$ cat src/rtl/pipelined_barrel.sv
// Pipelined barrel shifter: logical, arithmetic, rotate and ones-fill modes over STAGES valid/ready stages.
// Optional out_carry/out_zero flags are enabled by defining PIPELINED_BARREL_FLAGS_EN.
module pipelined_barrel #(
    parameter int WIDTH  = 32,
    parameter int STAGES = 2
) (
    input  logic                     clk,
    input  logic                     rst_n,
    input  logic                     in_valid,
    output logic                     in_ready,
    input  logic [WIDTH-1:0]         in_data,
    input  logic [$clog2(WIDTH)-1:0] in_count,
    input  logic                     in_left,
    input  logic [1:0]               in_type,
    output logic                     out_valid,
    input  logic                     out_ready,
    output logic [WIDTH-1:0]         out_data
`ifdef PIPELINED_BARREL_FLAGS_EN
    ,
    output logic                     out_carry,
    output logic                     out_zero
`endif
);

    localparam int CW = $clog2(WIDTH);
    localparam int P  = (CW + STAGES - 1) / STAGES;

    localparam logic [1:0] T_LOG = 2'd0;
    localparam logic [1:0] T_ARI = 2'd1;
    localparam logic [1:0] T_ROT = 2'd2;
    localparam logic [1:0] T_ONE = 2'd3;

    function automatic logic [WIDTH-1:0] shift_level(input logic [WIDTH-1:0] d, input int k,
                                                     input logic left, input logic [1:0] typ);
        int               sh;
        logic             fill;
        logic [WIDTH-1:0] ones;
        logic [WIDTH-1:0] r;
        sh   = 1 << k;
        ones = '1;
        if (left) begin
            fill = (typ == T_ONE);
            if (typ == T_ROT) r = (d << sh) | (d >> (WIDTH - sh));
            else              r = (d << sh) | (fill ? ~(ones << sh) : '0);
        end else begin
            // arithmetic fill reads the current MSB: earlier right levels already replicated the sign
            fill = (typ == T_ONE) || ((typ == T_ARI) && d[WIDTH-1]);
            if (typ == T_ROT) r = (d >> sh) | (d << (WIDTH - sh));
            else              r = (d >> sh) | (fill ? ~(ones >> sh) : '0);
        end
        return r;
    endfunction

    // The last bit leaving a level; chaining levels low-to-high leaves in_data[WIDTH-count] / in_data[count-1].
    function automatic logic carry_level(input logic [WIDTH-1:0] d, input int k, input logic left);
        int               sh;
        logic [WIDTH-1:0] t;
        sh = 1 << k;
        t  = left ? (d >> (WIDTH - sh)) : (d >> (sh - 1));
        return t[0];
    endfunction

    logic [STAGES-1:0] vld_vec;
    logic [STAGES-1:0] rdy_nxt;

    always_comb begin
        logic r;
        r = out_ready;
        for (int i = STAGES - 1; i >= 0; i--) begin
            rdy_nxt[i] = r;
            r = !vld_vec[i] || r;
        end
        in_ready = r;
    end

    for (genvar i = 0; i < STAGES; i++) begin : g_st
        localparam bit LAST = (i == STAGES - 1);
        localparam int LO   = i * P;
        localparam int HI   = ((i + 1) * P < CW) ? (i + 1) * P : CW;

        logic             src_v;
        logic [WIDTH-1:0] src_d;
        logic [CW-1:0]    src_cnt;
        logic             src_left;
        logic [1:0]       src_type;
        logic [WIDTH-1:0] nxt_d;
        logic             load;
        logic             vld_p;
        logic [WIDTH-1:0] data_p;
`ifdef PIPELINED_BARREL_FLAGS_EN
        logic             src_c;
        logic             nxt_c;
        logic             carry_p;
`endif

        if (i == 0) begin : g_src
            assign src_v    = in_valid;
            assign src_d    = in_data;
            assign src_cnt  = in_count;
            assign src_left = in_left;
            assign src_type = in_type;
`ifdef PIPELINED_BARREL_FLAGS_EN
            assign src_c    = 1'b0;
`endif
        end else begin : g_src
            assign src_v    = g_st[i-1].vld_p;
            assign src_d    = g_st[i-1].data_p;
            assign src_cnt  = g_st[i-1].g_ctl.cnt_p;
            assign src_left = g_st[i-1].g_ctl.left_p;
            assign src_type = g_st[i-1].g_ctl.type_p;
`ifdef PIPELINED_BARREL_FLAGS_EN
            assign src_c    = g_st[i-1].carry_p;
`endif
        end

        always_comb begin
            nxt_d = src_d;
`ifdef PIPELINED_BARREL_FLAGS_EN
            nxt_c = src_c;
`endif
            for (int k = 0; k < CW; k++) begin
                if (k >= LO && k < HI && src_cnt[k]) begin
`ifdef PIPELINED_BARREL_FLAGS_EN
                    nxt_c = carry_level(nxt_d, k, src_left);
`endif
                    nxt_d = shift_level(nxt_d, k, src_left, src_type);
                end
            end
        end

        assign vld_vec[i] = vld_p;
        assign load       = !vld_p || rdy_nxt[i];

        // ---- stage i register boundary ----
        always_ff @(posedge clk) begin
            if (!rst_n)    vld_p <= 1'b0;
            else if (load) vld_p <= src_v;
        end

        always_ff @(posedge clk) begin
            if (LAST && !rst_n) begin
                data_p  <= '0;
`ifdef PIPELINED_BARREL_FLAGS_EN
                carry_p <= 1'b0;
`endif
            end else if (load && src_v) begin
                data_p  <= nxt_d;
`ifdef PIPELINED_BARREL_FLAGS_EN
                carry_p <= nxt_c;
`endif
            end
        end

        if (!LAST) begin : g_ctl
            logic [CW-1:0] cnt_p;
            logic          left_p;
            logic [1:0]    type_p;
            always_ff @(posedge clk) begin
                if (load && src_v) begin
                    cnt_p  <= src_cnt;
                    left_p <= src_left;
                    type_p <= src_type;
                end
            end
        end
    end

    assign out_valid = vld_vec[STAGES-1];
    assign out_data  = g_st[STAGES-1].data_p;
`ifdef PIPELINED_BARREL_FLAGS_EN
    assign out_carry = g_st[STAGES-1].carry_p;
    assign out_zero  = out_valid && (out_data == '0);
`endif

endmodule

$ cat config.mk
export PLATFORM = sky130hd
export DESIGN_NAME = pipelined_barrel
export DESIGN_NICKNAME = d
export VERILOG_FILES = /design/src/rtl/pipelined_barrel.sv
export SDC_FILE = /design/constraint.sdc
export NUM_CORES = 1
export LEC_CHECK = 0
export CAP_MARGIN = 40
export CORE_MARGIN = 2
export CORE_UTILIZATION = 50
export DETAILED_ROUTE_END_ITERATION = 7
export PLACE_DENSITY = 0.83
export REMOVE_ABC_BUFFERS = 1
export SLEW_MARGIN = 20
export SYNTH_ARGS = -nofsm -noshare
export SYNTH_HDL_FRONTEND = slang
export SYNTH_SLANG_ARGS = --single-unit
$ cat constraint.sdc
create_clock -name clk -period 2.1 [get_ports clk]
set_input_delay 0.42 -clock clk [delete_from_list [all_inputs] [get_ports clk]]
set_output_delay 0.42 -clock clk [all_outputs]
set_load 0.005 [all_outputs]
==> impl_results.md, run 1 <==
- Result of the run: finished clean
- Count of routing violations after the opening detailed-route iteration: 608
- Final Wtd Congestion: between 0.9 and 1
- Crit path time final: 2.069 ns
- Via-per-instance ratio: 6.391
- Worst min-delay path category: reg2reg
- Count of antenna diodes in the layout: 0
- Final Skew: 0.003493 ns
- Cell type with the largest total area after synthesis: edfxtp_1
- Number of design rule violations left after detail routing: 0
- Final setup vio count: 0
- Layout cells sized above 1: about a fifth
- Global-route wire length before repair: 31.57 mm
- Via count of the first global-routing pass: 5992
- Combinational share of power: 31.2%
- Leak Pwr: ~3.2 nW
- Wire length per cell after detailed routing: 19.71 um
- Cell types with the largest area share after synthesis: edfxtp_1 (18%), dfxtp_1 (11%), mux4_2 (9.3%), mux2i_1 (8.4%), nor2_1 (5.8%)
- Die Ht: between 100 and 150 um
- Cells traversed along the worst timing path: clkdlybuf4s50_1, mux2_2, mux2i_1, nor2_1, a21oi_1, a222oi_1
- Part of the power in the clock network: between 30 and 40%
- Arrival time of data at the critical path endpoint: around 2.1 ns
- Type of the setup path with the least slack: in2reg
- Register clock-pin slew on the reported worst setup and hold paths: about 0.050 ns
- Clock latency at the later pin of the worst-skew pair: 0.34 ns
- Int Power: 3.363 mW
- Switching part of the total: 29.30%
- Setup repair after global routing missed its margin: true
- Sequential share of the synthesized area: 29.54%
- Count of warnings emitted by yosys: 0
- Number of pins exceeding their max-slew limit in the final report: 0
- Placed wire-length estimate: 15.05 mm
- CTS root buf: clkbuf_16
- Final nets: ~900
- Pin count of the biggest net entering global routing: 38
- Gate Count Post-Synth: 708
- Number of cell rows: 40
- Placeable core region: 11910 um^2
- Maximum number of buffers from clock root to sink: 2
- Number of buffers created by CTS: 9
- PortBufs: 77
- Register bit total from synthesis: 71
- Syn-to-layout area delta: 31.44%
- Max H-tree Level: 3
- Die Area: between 10000 and 15000 um^2
- All-layer global routing usage: 30.69%
- Horiz. Die Dim: 114.1 um
- Final cycle utilization of the critical path: 98.52%
- Sum of overflow across all layers after global routing: 0
- Routed Wire Length: 19.64 mm
- Worst supply voltage drop on vdd: about 0.34 mV
- Sort of element at the end of the critical path: flop
- Total power: 4.757 mW
- Count of antenna-violating nets left after detailed routing: 0
- Via Count: about 6400
- Cell Area, Synth: 6065 um^2
- Number of enable-type register cells in the synthesized netlist: 37
- Final hold viol count: 0
- Ratio of total power to cell area: 596.7 nW/um^2
- Distinct cells, synth: 56
- Post-synth top flop: edfxtp_1
- Largest fanout on the critical path: 6
- Slew at the pin closest to its max-slew limit: between 0.8 and 0.9 ns
- Maxcap violations: 0
- Net Sw Power: 1.394 mW
- Clock sink count: 71
- Mapped Avg Cell Area: 8.566 um^2
- Fmax: 0.4834 GHz
- Longest individual stage delay on the worst path: 0.56 ns
- Sort of element at the start of the critical path: primary input
- Initial antenna violation count: 0
- Required time at the worst-slack endpoint: 2.14 ns
- Number of ports placed on the die boundary: 78
- Final sum of negative setup slack: 0 ns
- Initial core utilization: 50.91%
- Slowest CP cell: clkdlybuf4s50_1
- Slew HR: 44.36%
- Top cell type's share of synthesized area: a little under a fifth
- Initial DRT Pass Iterations: 5
- Async set-reset flop share out of synthesis: 0%
- Power share of the sequential group: 36.0%
- Clock tree from TritonCTS: built
- Tightest hold margin: 0.4597 ns
## cells in the mapped netlist (22+ instances only)
library cell  instances
nor2_1               94
a21oi_1              60
o21ai_0              56
mux2i_1              51
nand2_1              50
clkbuf_1             38
edfxtp_1             37
dfxtp_1              34
mux4_2               25
a211oi_1             24
o22ai_1              22
## flip-flops by register name (all words and copies together), names as in the netlist
name and flops:
g_st.g_ctl.cnt_p 2, g_st.g_ctl.type_p 2, out_valid 1, g_st.vld_p 1, out_data 32, g_st.g_ctl.left_p 1, g_st.data_p 32
## final cells by class
cell class	count	area [um^2]
inverters	17	63.81
well taps	147	183.9
clock buffers	11	232.7
flip-flops and latches	71	1792
clock inverters	5	72.57
fillers	999	3940
multi-input cells	550	3902
repair buffers	195	1724
## per-layer routing
layer / GRT usage (%) / vias up / routed length, um
met3: 3.970 / 48 / 1210
met5: 0 / - / 0
li1: - / 2995 / -
met2: 55.04 / 331 / 10040
met1: 37.66 / 2991 / 7732
met4: 11.46 / 0 / 653
## cell families (layout without fill, tap and decap cells)
group,Yosys count,after routing,synth area share (%)
buffers and inverters,87,228,6.664
AO/OA/AOI/OAI,295,295,32.78
AND/OR/NAND/NOR,170,170,11.57
flip-flops,71,71,29.54
multiplexers,85,85,19.43
## power by group through the flow
stage / clock, mW / combinational [mW] / sequential [mW]
CTS: 1.57 / 1.46 / 1.71
global placement: 0 / 1.42 / 1.73
global route: 1.64 / 1.61 / 1.73
floorplan: 0 / 0.690 / 1.73
detailed placement: 0 / 1.45 / 1.74
finish: 1.56 / 1.48 / 1.71
## final timing paths
kind	start	endpoint	slack [ns]	cells past startpoint
setup reg to reg	g_st[0].g_ctl.type_p[0]	out_data[19]	0.18	6
hold reg to reg	out_data[31]	out_data[31]	0.46	2
hold / removal	out_data[31]	out_data[31]	0.46	2
setup / recovery	in_data[9]	g_st[0].data_p[6]	0.03	6
## layout by cell type (no fill, tap or decap), drive strengths merged, types with 3 or more instances in the layout
cell / Yosys / layout
a31oi: 11 / 11
a311oi: 4 / 4
o21a: 5 / 5
a211o: 12 / 12
dfxtp: 34 / 34
o2111ai: 3 / 3
nand2: 50 / 50
o32a: 8 / 8
clkinv: 1 / 4
o31ai: 11 / 11
o211a: 8 / 8
a211oi: 25 / 25
o22ai: 22 / 22
a21boi: 8 / 8
nand2b: 10 / 10
mux4: 25 / 25
nor2b: 5 / 5
a21oi: 60 / 60
a221oi: 10 / 10
clkdlybuf4s50: 0 / 72
edfxtp: 37 / 37
mux2: 9 / 9
buf: 31 / 121
o21ai: 60 / 60
mux2i: 51 / 51
o211ai: 14 / 14
clkbuf: 39 / 11
a21o: 10 / 10
inv: 16 / 16
o2bb2ai: 10 / 10
nor2: 94 / 94
## worst max-delay path, delay by kind of cell
kind	cells	cell delay, ns
AO/OA/AOI/OAI	2	0.46
buffers and inverters	1	0.56
multiplexers	2	0.58
AND/OR/NAND/NOR	1	0.08
## timing repair
| action | 4_1_cts | 5_1_grt |
|---|---|---|
| setup buffers | 0 | 0 |
| setup endpoints to repair | 3 | 9 |
| hold buffers | 0 | 0 |
| gates resized for setup | 1 | 6 |
## stage by stage
step / util [%] / instance area [um^2] / instances / setup WS [ns]
4_1_cts: 66.65 / 7939 / 996 / 0.005775
3_5_place_dp: 64.05 / 7630 / 980 / -0.3823
2_1_floorplan: - / 5724 / 638 / -0.5843
6_report: 66.92 / 7971 / 996 / 0.03115
3_3_place_gp: 64.05 / 7630 / 980 / -0.3559
5_1_grt: 66.92 / 7971 / 996 / -0.0003348
(Power assumes the default switching activity.)
==> inputs of run 2 (changes only) <==
--- a/config.mk
+++ b/config.mk
@@ -11,7 +11,7 @@
 export DETAILED_ROUTE_END_ITERATION = 7
 export PLACE_DENSITY = 0.83
 export REMOVE_ABC_BUFFERS = 1
-export SLEW_MARGIN = 20
+export SLEW_MARGIN = 25
 export SYNTH_ARGS = -nofsm -noshare
 export SYNTH_HDL_FRONTEND = slang
 export SYNTH_SLANG_ARGS = --single-unit
==> results of run 2 <==
Final layout, timing and power as in run 1 (identical DEF).
